==> config.mk <==
export PLATFORM = sky130hd
export DESIGN_NAME = src_switch_seq
export DESIGN_NICKNAME = d
export VERILOG_FILES = /design/src/rtl/src_switch_seq.sv
export SDC_FILE = /design/constraint.sdc
export NUM_CORES = 1
export LEC_CHECK = 0
export BUFFER_PORTS_ARGS = -buffer_cell sky130_fd_sc_hd__buf_2
export CAP_MARGIN = 5
export CORE_MARGIN = 3
export CORE_UTILIZATION = 54
export CTS_CLUSTER_DIAMETER = 50
export CTS_CLUSTER_SIZE = 8
export DETAILED_ROUTE_END_ITERATION = 8
export GPL_TIMING_DRIVEN = 0
export PLACE_DENSITY = 0.75
export SETUP_SLACK_MARGIN = 0.15
export SYNTH_ARGS = -nofsm -noshare
export SYNTH_HDL_FRONTEND = slang
export SYNTH_SLANG_ARGS = --single-unit
==> constraint.sdc <==
create_clock -name clk10 -period 3.8 [get_ports clk10]
set_input_delay 0.76 -clock clk10 [delete_from_list [all_inputs] [get_ports clk10]]
set_output_delay 0.76 -clock clk10 [all_outputs]
set_load 0.01 [all_outputs]
==> src/rtl/src_switch_seq.sv <==
// ----------------------------------------------------------------------------
// src_switch_seq
//
// Sequences a glitch-free change of the video clock source between the
// on-board clocks and the recovered HDMI clocks. It runs in the clk10
// housekeeping domain, directly downstream of the HDMI clock-activity
// detector.
//
// The block does four things:
//   - qualifies the raw select decision, rejecting short glitches;
//   - holds the video pipeline in reset around the change;
//   - drives the BUFGMUX select;
//   - releases the pipeline only after the new clock has settled.
//
// Optional feature:
//   SRC_SWITCH_VSYNC_ALIGN_EN - when defined, the pipeline reset is aligned to
//   a vsync rising edge of the outgoing source. A dead source still switches
//   after VS_TIMEOUT cycles. When undefined, vsync_async is unused.
//
// Ports:
//   clk10       in   10 MHz housekeeping clock (the only clock)
//   rst         in   asynchronous, active-high reset
//   sel_req     in   raw source decision (1 = HDMI, 0 = local), clk10-synchronous
//   vsync_async in   vsync of the currently selected video domain, asynchronous
//   mux_sel     out  BUFGMUX select for all three clock muxes (registered)
//   pipe_rst    out  video-pipeline reset, active-high (registered)
//   locked      out  high while in RUN (registered)
//   switch_cnt  out  completed switches, saturating at 255
//   state_dbg   out  current state encoding for an ILA probe
// ----------------------------------------------------------------------------
module src_switch_seq #(
    parameter int STABLE_CNT = 50000,
    parameter int RST_HOLD   = 1000,
    parameter int SETTLE     = 10000,
    parameter int VS_TIMEOUT = 200000
) (
    input  logic       clk10,
    input  logic       rst,
    input  logic       sel_req,
    input  logic       vsync_async,
    output logic       mux_sel,
    output logic       pipe_rst,
    output logic       locked,
    output logic [7:0] switch_cnt,
    output logic [2:0] state_dbg
);

    typedef enum logic [2:0] {
        ST_SETTLE = 3'd0,
        ST_RUN    = 3'd1,
        ST_QUAL   = 3'd2,
        ST_VSWAIT = 3'd3,
        ST_HOLD   = 3'd4,
        ST_SWITCH = 3'd5
    } state_t;

    // Terminal counts of the single shared 24-bit counter.
    localparam logic [23:0] LP_STABLE_M1 = 24'(STABLE_CNT - 1);
    localparam logic [23:0] LP_HOLD_M1   = 24'(RST_HOLD - 1);
    localparam logic [23:0] LP_SETTLE_M1 = 24'(SETTLE - 1);

    state_t      r_state;
    state_t      w_next_state;
    logic [23:0] r_cnt;
    logic        r_sel_q;
    logic        r_mux_sel;
    logic        r_pipe_rst;
    logic        r_locked;
    logic [7:0]  r_switch_cnt;
    logic        w_next_pipe_rst;
    logic        w_next_locked;

`ifdef SRC_SWITCH_VSYNC_ALIGN_EN
    localparam logic [23:0] LP_VS_M1 = 24'(VS_TIMEOUT - 1);

    logic r_vs_meta;
    logic r_vs_sync;
    logic r_vs_prev;
    logic w_vs_rise;

    // Two-flop synchronizer, then a rising-edge detect on the synchronized level.
    always_ff @(posedge clk10 or posedge rst) begin
        if (rst) begin
            r_vs_meta <= 1'b0;
            r_vs_sync <= 1'b0;
            r_vs_prev <= 1'b0;
        end else begin
            r_vs_meta <= vsync_async;
            r_vs_sync <= r_vs_meta;
            r_vs_prev <= r_vs_sync;
        end
    end

    assign w_vs_rise = r_vs_sync & ~r_vs_prev;
`else
    // vsync alignment is compiled out; the pin and its timeout are
    // intentionally left unused.
    localparam int unused_vs_timeout = VS_TIMEOUT;
    logic w_unused_vsync;
    assign w_unused_vsync = vsync_async;
`endif

    // NOTE: every output of a combinational block gets a default first, so no
    // path through the case can leave a signal unassigned and infer a latch.
    always_comb begin
        w_next_state = r_state;
        case (r_state)
            ST_SETTLE: begin
                if (r_cnt == LP_SETTLE_M1) w_next_state = ST_RUN;
            end
            ST_RUN: begin
                if (r_sel_q != r_mux_sel) w_next_state = ST_QUAL;
            end
            ST_QUAL: begin
                // The request fell back before qualifying: treat it as a glitch.
                if (r_sel_q == r_mux_sel) begin
                    w_next_state = ST_RUN;
                end else if (r_cnt == LP_STABLE_M1) begin
`ifdef SRC_SWITCH_VSYNC_ALIGN_EN
                    w_next_state = ST_VSWAIT;
`else
                    w_next_state = ST_HOLD;
`endif
                end
            end
`ifdef SRC_SWITCH_VSYNC_ALIGN_EN
            ST_VSWAIT: begin
                // An abort wins over a coincident vsync edge or timeout.
                if (r_sel_q == r_mux_sel) begin
                    w_next_state = ST_RUN;
                end else if (w_vs_rise || (r_cnt == LP_VS_M1)) begin
                    w_next_state = ST_HOLD;
                end
            end
`endif
            // sel_q is deliberately ignored from HOLD until RUN is reached again.
            ST_HOLD: begin
                if (r_cnt == LP_HOLD_M1) w_next_state = ST_SWITCH;
            end
            ST_SWITCH: begin
                w_next_state = ST_SETTLE;
            end
            default: begin
                w_next_state = ST_SETTLE;
            end
        endcase
    end

    // The pipeline stays in reset from HOLD through the end of SETTLE. The mux
    // select therefore only ever changes deep inside a reset window.
    always_comb begin
        w_next_pipe_rst = (w_next_state == ST_SETTLE) ||
                          (w_next_state == ST_HOLD)   ||
                          (w_next_state == ST_SWITCH);
        w_next_locked   = (w_next_state == ST_RUN);
    end

    // NOTE: sequential state uses non-blocking assignments only. Every flop
    // then samples pre-edge values, whatever order the statements appear in.
    always_ff @(posedge clk10 or posedge rst) begin
        if (rst) begin
            r_state      <= ST_SETTLE;
            r_cnt        <= '0;
            r_sel_q      <= 1'b0;
            r_mux_sel    <= 1'b0;
            r_pipe_rst   <= 1'b1;
            r_locked     <= 1'b0;
            r_switch_cnt <= '0;
        end else begin
            r_state    <= w_next_state;
            r_sel_q    <= sel_req;
            r_pipe_rst <= w_next_pipe_rst;
            r_locked   <= w_next_locked;

            // One shared counter, cleared on every state transition.
            if (w_next_state != r_state) begin
                r_cnt <= '0;
            end else begin
                r_cnt <= r_cnt + 24'd1;
            end

            if (r_state == ST_SWITCH) begin
                r_mux_sel <= ~r_mux_sel;
                if (r_switch_cnt != 8'd255) begin
                    r_switch_cnt <= r_switch_cnt + 8'd1;
                end
            end
        end
    end

    assign mux_sel    = r_mux_sel;
    assign pipe_rst   = r_pipe_rst;
    assign locked     = r_locked;
    assign switch_cnt = r_switch_cnt;
    assign state_dbg  = r_state;

endmodule

==> flow_summary_export.csv, run 1 <==
group,metric,value,unit
yosys,synth_cells,192,
yosys,ys_ff_latch,39,
drt,wl_per_cell,13.9,µm
cells_and_area,fin_util,63.8,%
power,p_comb_share,2.1,%
sta,hold_viol_final,0,
sta,worstMarginPinSlew,0.685,ns
yosys,ys.flop_type,"dfrtp_1",
global_route,grtUsageMet2,29.0,%
yosys,yosysTopAreaCellShare,48.5,%
yosys,syn_nets,198,
drt,firstDrtPassIters,5,
global_route,grt_pass1_wl,6130,µm
critical_path,worstPathArrival,2.49,ns
yosys,syn_area_per_cell,10.2,µm²
sta,max_slew_margin,54.3,%
drt,drtIter0Drc,79,
die,ioPinCount,18,
clocking,postCtsSetupBuffers,0,
clocking,clockBufferDepth,2,
global_route,grt_pass1_vias,1369,
global_route,grtUsageTotal,18.5,%
critical_path,path_class,"register to register",
sta,fin_tns_setup,0,ns
drt,viasPerCell,5.53,
clocking,cts_buffers,5,
power,p_clk_share,32.1,%
global_route,top_usage_layer,"met2",
die,core.rowCount,21,
clocking,postCtsHoldBufs,0,
clocking,clk_pin_slew,0.11,ns
cells_and_area,design_area,0.00218,mm²
global_route,grt_start_max_net_pins,25,
die,dieArea,0.00439,mm²
clocking,worstSkewPairLatency,0.35,ns
clocking,cts_resized,0,
power,powerDensity,290,mW/mm²
die,core_area,0.00342,mm²
clocking,cts_htree_levels,2,
yosys,synthTopCellsByArea,"dfrtp_1 (48%), xnor2_1 (9.4%), nor2_1 (5.9%)",
cells_and_area,nNetsFinal,222,
critical_path,worst_ep_required_time,4.05,ns
yosys,ys_seq_area_share,49.8,%
yosys,synth_most_common_cell,"dfrtp_1",
cells_and_area,diodes,0,
sta,setup_ws,1.56,ns
power,intPower,0.488,mW
yosys,synth_edf_count,0,
cells_and_area,drive_gt1_share,16.1,%
sta,holdWs,0.460,ns
placement,dp.cells,255,
critical_path,critPathCaptureType,"register",
placement,place_ws,1.57,ns
clocking,clock_sinks,39,
power,seqPwrFrac,65.8,%
cells_and_area,areaGrowthSynthToFinish,11.1,%
sta,rsz0062_at_grt,"false",
yosys,synth_area,0.00196,mm²
power,total_leakage_power,1.03,nW
drt,remaining_drc_errors,0,
cells_and_area,stdcell_count,263,
sta,finalSetupViolations,0,
placement,dpl.hpwl,2720,µm
power,finalPower,0.632,mW
drt,finalWirelength,3650,µm
yosys,synthArstFlopShare,100,%
drt,vias,1454,
placement,post_dp_cell_area,0.00213,mm²
flow_run,maxCapViolations,0,
power,swShare,22.7,%
placement,gp_congestion,0.868,
yosys,yosys.area.top_type,"dfrtp_1",
global_route,use_met1,24.4,%
global_route,overflow,0,
power,irDropWorstVdd,0.227,mV
clocking,cts_tree,"done",
sta,max_freq,446,MHz
yosys,yosys-top-cells-count,"dfrtp_1 (38), nor2_1 (31), xnor2_1 (21)",
global_route,antenna_found_initial,0,
placement,portBuffers,16,
global_route,use_met3,4.25,%
die,chipHeight,66.3,µm
sta,clock_skew,0.00473,ns
power,p_sw,0.144,mW
yosys,synth_cell_types,37,
drt,antenna_left,0,
die,initial_core_util,57.4,%
sta,final_max_slew_viol_count,0,
min_path,hold_path_class,"register to register",
die,die_w,66.3,µm
critical_path,path_max_fanout,10,
critical_path,start_kind,"register",
sta,min_period_over_period,59.0,%
yosys,yosysWarnings,0,
outcome,status,"completed",
sta,period_needed,2.24,ns
clocking,root_buffer,"clkbuf_4",
## cell families (layout without fill, tap and decap cells)
family	Yosys count	count (layout)	share of synthesized area [%]
compound gates	14	14	5.80
xor+xnor	31	31	13.8
fa+ha+maj	2	2	1.28
buf+inv	11	36	3.00
flops	39	39	49.8
mux	1	1	0.574
simple gates	94	94	25.7
## registers in the layout, summed over array words and instances, names as in the netlist
register and count:
pipe_rst 1, r_cnt 24, locked 1, state_dbg 3, r_sel_q 1, mux_sel 1, switch_cnt 8
## power groups by stage
stage                     registers [mW]  clock network, mW  logic (mW)
final                              0.416              0.203      0.0133
after global routing               0.416              0.224      0.0155
after CTS                          0.416              0.209      0.0140
after detailed placement           0.424                  0      0.0139
after global placement             0.424                  0     0.00998
after floorplan                    0.424                  0     0.00706
## routing by layer
metal | part of all wire, % | vias up
met1 | 44 | 693
met3 | 4.1 | 6
met5 | 0 | -
li1 | - | 717
met4 | 1.5 | 0
met2 | 50 | 38
## critical path, stage by stage, from the launching register on
cell and delay, ns:
dfrtp_1 0.39, buf_2 0.17, or2_2 0.33, nor4b_1 0.27, a31oi_1 0.23, o311ai_4 0.50
buf_6 0.20, nor2_1 0.05
## cells in the final DEF, fill, tap and decap left out, drive strengths merged, types with 4 or more instances in the layout
cell type  instances
inv                6
xnor2             21
nand3             10
nand4              8
nor3              10
nand2              9
xor2              10
buf               21
clkbuf             6
nor4               4
and3               6
nor2              31
dfrtp             38
## final timing paths
check                                             from                 end  slack, ns  depth (start not counted)
worst max-delay path            state_dbg[0]$_DFF_PP0_  r_cnt[9]$_DFF_PP0_       1.56                          7
worst min-delay path                r_cnt[0]$_DFF_PP0_  r_cnt[0]$_DFF_PP0_       0.46                          1
worst max register to register  state_dbg[0]$_DFF_PP0_  r_cnt[9]$_DFF_PP0_       1.56                          7
worst min register to register      r_cnt[0]$_DFF_PP0_  r_cnt[0]$_DFF_PP0_       0.46                          1
max in group asynchronous                          rst  pipe_rst$_DFF_PP1_       2.68                          3
min in group asynchronous                          rst  r_cnt[6]$_DFF_PP0_       0.50                          2
## layout make-up
type / instances / area, µm²
inverter: 6 / 22.5
clock buffer: 5 / 37.5
clock inverter: 3 / 15.0
timing repair buffer: 17 / 108
fill: 285 / 1240
multi-input combinational: 142 / 926
sequential: 39 / 977
buffer: 5 / 36.3
tap: 46 / 57.6
No activity file was read; power rests on OpenSTA's default activity.
==> inputs of run 2 (changes only) <==
Settings changed: ABC_AREA from default to 1, PLACE_DENSITY 0.75 to 0.74.
Clock period 3.8 ns to 2.1 ns, I/O delays scaled along.
==> flow_summary_export.csv, run 2 <==
group,metric,value,unit
global_route,overflow,0,
cells_and_area,largest_reg_flops,24,
die,core_area,0.00383,mm²
drt,drtIter0Drc,140,
global_route,grt_start_max_net_pins,40,
clocking,clockBufferDepth,2,
yosys,synthSimpleGateAreaFrac,35.2,%
yosys,synthTopCellsByArea,"dfrtp_1 (43%), nand2_1 (12%), nor2_1 (11%)",
yosys,syn_area_per_cell,7.49,µm²
cells_and_area,areaGrowthSynthToFinish,10.9,%
critical_path,reg2reg_slack,0.30,ns
drt,wl_per_cell,12.5,µm
global_route,grt_pass1_wl,7730,µm
yosys,synth-xor-area-share,9.42,%
yosys,yosys.area.top_type,"dfrtp_1",
placement,gp_congestion,0.995,
critical_path,path_class,"register to register",
yosys,syn_nets,304,
global_route,top_usage_layer,"met2",
sta,period_needed,1.80,ns
clocking,cts_htree_levels,2,
yosys,synth-compound-area-share,2.24,%
cells_and_area,final_cell_mix,"nand2_1 (71), nor2_1 (63), dfrtp_1 (38)",
min_path,whs_path_depth,1,
cells_and_area,top_register,"r_cnt",
cells_and_area,design_area,0.00248,mm²
yosys,yosysWarnings,0,
sta,min_period_over_period,85.7,%
clocking,clock_sinks,39,
die,dieArea,0.00494,mm²
placement,post_dp_cell_area,0.00237,mm²
sta,rsz0062_at_grt,"false",
yosys,synthMuxAreaShare,0,%
cells_and_area,nNetsFinal,328,
yosys,yosys-top-cells-count,"nand2_1 (71), nor2_1 (64), dfrtp_1 (38), inv_1 (38), nand3_1 (18)",
cells_and_area,drive_gt1_share,13.9,%
die,chipHeight,70.3,µm
placement,portBuffers,16,
yosys,yosysTopAreaCellShare,42.6,%
critical_path,path_max_fanout,10,
yosys,synthAdderAreaFrac,1.12,%
sta,max_freq,556,MHz
drt,remaining_drc_errors,0,
drt,viasPerCell,5.13,
power,total_leakage_power,1.23,nW
yosys,synth_most_common_cell,"nand2_1",
sta,fin_tns_setup,0,ns
global_route,use_met1,28.2,%
sta,max_slew_margin,46.8,%
clocking,cts_buffers,5,
yosys,synth_cells,298,
outcome,status,"completed",
clocking,clk_pin_slew,0.08,ns
die,initial_core_util,58.3,%
critical_path,start_kind,"register",
sta,hold_viol_final,0,
global_route,grtUsageMet2,28.6,%
power,powerDensity,523,mW/mm²
global_route,grtUsageTotal,19.7,%
yosys,ys.flop_type,"dfrtp_1",
global_route,antenna_found_initial,0,
critical_path,r2r_cells,11,
cells_and_area,final_common_cell,"nand2_1",
drt,vias,1903,
placement,dpl.hpwl,3410,µm
yosys,synth_area,0.00223,mm²
min_path,hold_path_class,"primary input to register",
yosys,synth_edf_count,0,
clocking,root_buffer,"clkbuf_8",
sta,finalSetupViolations,0,
drt,antenna_left,0,
drt,firstDrtPassIters,4,
yosys,ys_ff_latch,39,
drt,finalWirelength,4660,µm
yosys,synthArstFlopShare,100,%
flow_run,maxCapViolations,0,
clocking,worstSkewPairLatency,0.29,ns
die,ioPinCount,18,
global_route,grt_pass1_vias,1733,
critical_path,worstPathArrival,1.99,ns
clocking,postCtsHoldBufs,0,
yosys,ys_seq_area_share,43.8,%
clocking,cts_tree,"done",
global_route,use_met3,4.75,%
critical_path,worst_ep_required_time,2.29,ns
die,core.rowCount,22,
sta,clock_skew,0.00467,ns
yosys,synth_top_family_by_area,"simple AND/OR/NAND/NOR gates",
yosys,synth_cell_types,24,
die,die_w,70.3,µm
sta,final_max_slew_viol_count,0,
sta,worstMarginPinSlew,0.796,ns
power,irDropWorstVdd,0.548,mV
cells_and_area,diodes,0,
critical_path,critPathCaptureType,"register",
[run 2: metrics by stage]
stage | setup WS (ns) | util (%) | hold WS (ns) | instances | total power, mW
2_1_floorplan | 0.557 | - | 0.451 | 298 | 0.780
3_3_place_gp | 0.283 | 62.0 | 0.485 | 362 | 0.786
5_1_grt | 0.106 | 64.7 | 0.223 | 371 | 1.33
3_5_place_dp | 0.310 | 62.0 | 0.488 | 362 | 0.786
6_report | 0.300 | 64.7 | 0.225 | 371 | 1.29
4_1_cts | 0.293 | 64.5 | 0.214 | 370 | 1.31
[run 2: final cells by class]
cell class	count	area [µm²]
clock buffers	5	68.8
clock inverters	3	25.0
repair buffers	17	87.6
inverters	41	154
fillers	352	1350
well taps	48	60.1
plain buffers	3	30.0
multi-input cells	215	1070
flip-flops and latches	39	977
[run 2: where the power goes]
group,internal (mW),leakage (nW),switching [mW]
Combinational,0.00219,0.663,0.0160
Clock,0.237,0.0443,0.287
Sequential,0.751,0.525,0.000446
Total,0.991,1.23,0.303
[run 2: logic make-up (layout without fill, tap and decap cells)]
kind of cell / Yosys count / in the layout
compound gates: 9 / 9
xor+xnor: 24 / 24
fa+ha+maj: 2 / 2
buf+inv: 44 / 69
flops: 39 / 39
simple gates: 180 / 180
[run 2: critical path: stages (launching register included)]
cell and delay, ns:
dfrtp_1 0.41, ha_1 0.20, nand3_1 0.18, nor2_1 0.18, nand2_1 0.07, nand2_1 0.06
nand2_1 0.05, nand2_1 0.07, nand3_1 0.08, nand2_2 0.15, buf_6 0.18, nor2_1 0.06
[run 2: final timing paths]
kind | to | from
min reg2reg | switch_cnt[7]$_DFFE_PP0P_ | switch_cnt[7]$_DFFE_PP0P_
max | r_cnt[8]$_DFF_PP0_ | r_cnt[0]$_DFF_PP0_
max in group asynchronous | r_cnt[7]$_DFF_PP0_ | rst
max reg2reg | r_cnt[8]$_DFF_PP0_ | r_cnt[0]$_DFF_PP0_
min in group asynchronous | state_dbg[1]$_DFF_PP0_ | rst
min | r_sel_q$_DFF_PP0_ | sel_req
[run 2: metal layers]
| metal | part of all wire, % | vias up |
|---|---|---|
| met5 | 0 | - |
| met4 | 1.5 | 0 |
| met3 | 5.4 | 7 |
| met2 | 45 | 53 |
| met1 | 48 | 880 |
| li1 | - | 963 |
[run 2: what timing repair did]
action,CTS,global route
resized for setup,0,1
setup endpoints to repair,0,20
buffers inserted,0,1
==> inputs of run 3 (changes only) <==
Settings changed: CORE_MARGIN 3 to 1.
==> flow_summary_export.csv, run 3 (synthesis gave the netlist of run 2 again) <==
group,metric,value,unit
clocking,cts_tree,"done",
power,total_leakage_power,1.22,nW
placement,dp.cells,364,
placement,gp_congestion,0.928,
global_route,grt_pass1_vias,1729,
sta,finalSetupViolations,0,
sta,period_needed,1.85,ns
clocking,cts_buffers,5,
global_route,grt_pass1_wl,7480,µm
cells_and_area,areaGrowthSynthToFinish,11.0,%
drt,wl_per_cell,11.9,µm
drt,drtIter0Drc,146,
clocking,postCtsSetupBuffers,0,
cells_and_area,top_register,"r_cnt",
critical_path,cpPeakStageDelay,0.41,ns
die,dieArea,0.00440,mm²
die,ioPinCount,18,
clocking,clock_sinks,39,
critical_path,worstPathArrival,2.03,ns
power,irDropWorstVdd,0.383,mV
cells_and_area,largest_reg_flops,24,
die,core_area,0.00397,mm²
cells_and_area,final_cell_mix,"nand2_1 (71), nor2_1 (63), inv_1 (37), dfrtp_1 (37), nand3_1 (17)",
flow_run,maxCapViolations,0,
die,initial_core_util,56.2,%
critical_path,crit_top_cell,"nand2_1",
sta,final_max_slew_viol_count,0,
sta,holdWs,0.233,ns
drt,vias,1897,
global_route,antenna_found_initial,0,
drt,finalWirelength,4430,µm
critical_path,critPathCaptureType,"register",
critical_path,cp_cell_sequence,"ha_1 > nand2_1 > inv_1 > nand2_1 > nor2_1 > nand2_1 > a21oi_2 > nand3_1 > nand2_4 > buf_6 > nor2_1",
cells_and_area,diodes,0,
sta,max_freq,541,MHz
clocking,clk_pin_slew,0.08,ns
critical_path,path_class,"register to register",
placement,place_ws,0.294,ns
die,chipHeight,66.3,µm
cells_and_area,drive_gt1_share,14.3,%
die,die_w,66.3,µm
clocking,cts_htree_levels,2,
min_path,hold_path_class,"primary input to register",
die,core.rowCount,23,
sta,hold_viol_final,0,
global_route,grtUsageTotal,22.7,%
placement,dpl.hpwl,3240,µm
outcome,status,"completed",
drt,viasPerCell,5.10,
clocking,worstSkewPairLatency,0.30,ns
drt,antenna_left,0,
sta,clock_skew,0.0103,ns
global_route,overflow,0,
clocking,root_buffer,"clkbuf_8",
global_route,grt_start_max_net_pins,40,
critical_path,worst_ep_required_time,2.28,ns
sta,worstMarginPinSlew,0.807,ns
drt,firstDrtPassIters,4,
sta,rsz0062_at_grt,"false",
clocking,clockBufferDepth,2,
sta,setup_ws,0.252,ns
sta,min_period_over_period,88.0,%
cells_and_area,stdcell_count,372,
cells_and_area,nNetsFinal,327,
power,powerDensity,517,mW/mm²
cells_and_area,final_common_cell,"nand2_1",
critical_path,cp_slowest_cell,"dfrtp_2",
sta,max_slew_margin,46.1,%
sta,fin_tns_setup,0,ns
placement,portBuffers,16,
critical_path,start_kind,"register",
drt,remaining_drc_errors,0,
critical_path,path_max_fanout,10,
## run 3: cell count changes in the layout (fill, tap and decap cells not counted)
| cell | previous run | this run |
|---|---|---|
| nand3_1 | 18 | 17 |
| dfrtp_1 | 38 | 37 |
| nand2_2 | 2 | 1 |
| buf_4 | 2 | 1 |
| nand2_4 | 0 | 1 |
| nand3_2 | 1 | 2 |
| dfrtp_2 | 0 | 1 |
| clkinv_4 | 2 | 0 |
| clkinvlp_4 | 1 | 2 |
| clkinv_2 | 0 | 1 |
## run 3: what timing repair did
action | CTS | global route
hold buffers | 0 | 0
endpoints found under the setup margin | 0 | 20
resized for setup | 0 | 4
## run 3: area by class of cell
type	instances	area, µm²
fill	357	1490
multi-input combinational	215	1080
sequential	39	978
inverter	41	154
timing repair buffer	16	80.1
clock buffer	5	68.8
tap	50	62.6
buffer	3	30.0
clock inverter	3	20.0
## run 3: power by group
| group | total (mW) | switching, mW | leakage (nW) | internal, mW |
|---|---|---|---|---|
| clock network | 0.511 | 0.279 | 0.0402 | 0.231 |
| logic | 0.0185 | 0.0163 | 0.660 | 0.00220 |
| registers | 0.752 | 0.000491 | 0.525 | 0.751 |
## run 3: path summary, 6_finish.rpt
path / endpoint / cells past startpoint / slack (ns) / startpoint
worst max-delay path: r_cnt[8]$_DFF_PP0_ / 11 / 0.25 / r_cnt[0]$_DFF_PP0_
worst min-delay path: r_sel_q$_DFF_PP0_ / 1 / 0.23 / sel_req
worst max register to register: r_cnt[8]$_DFF_PP0_ / 11 / 0.25 / r_cnt[0]$_DFF_PP0_
worst min register to register: r_cnt[0]$_DFF_PP0_ / 1 / 0.50 / r_cnt[0]$_DFF_PP0_
max in group asynchronous: r_cnt[0]$_DFF_PP0_ / 2 / 1.27 / rst
min in group asynchronous: switch_cnt[6]$_DFFE_PP0P_ / 2 / 0.27 / rst
## run 3: critical path, delay by kind of cell (launching register included)
kind	cells	cell delay [ns]
AO/OA/AOI/OAI	1	0.15
adder cells (fa/ha/maj)	1	0.24
buffers and inverters	2	0.24
flip-flops	1	0.41
AND/OR/NAND/NOR	7	0.69
## run 3: metrics by stage
stage / area [µm²] / power [mW] / util (%)
after floorplan: 2230 / 0.780 / -
after CTS: 2460 / 1.30 / 62.0
after detailed placement: 2370 / 0.787 / 59.8
after global placement: 2370 / 0.786 / 59.8
final: 2480 / 1.28 / 62.4
after global routing: 2480 / 1.33 / 62.4
## run 3: layer usage
layer	vias up	track usage (%)	part of all wire (%)	wire length [µm]
li1	968	-	-	-
met1	877	29.7	46	2060
met2	43	35.8	47	2070
met3	9	5.17	4.5	199
met4	0	9.84	2.2	96
met5	-	0	0	0
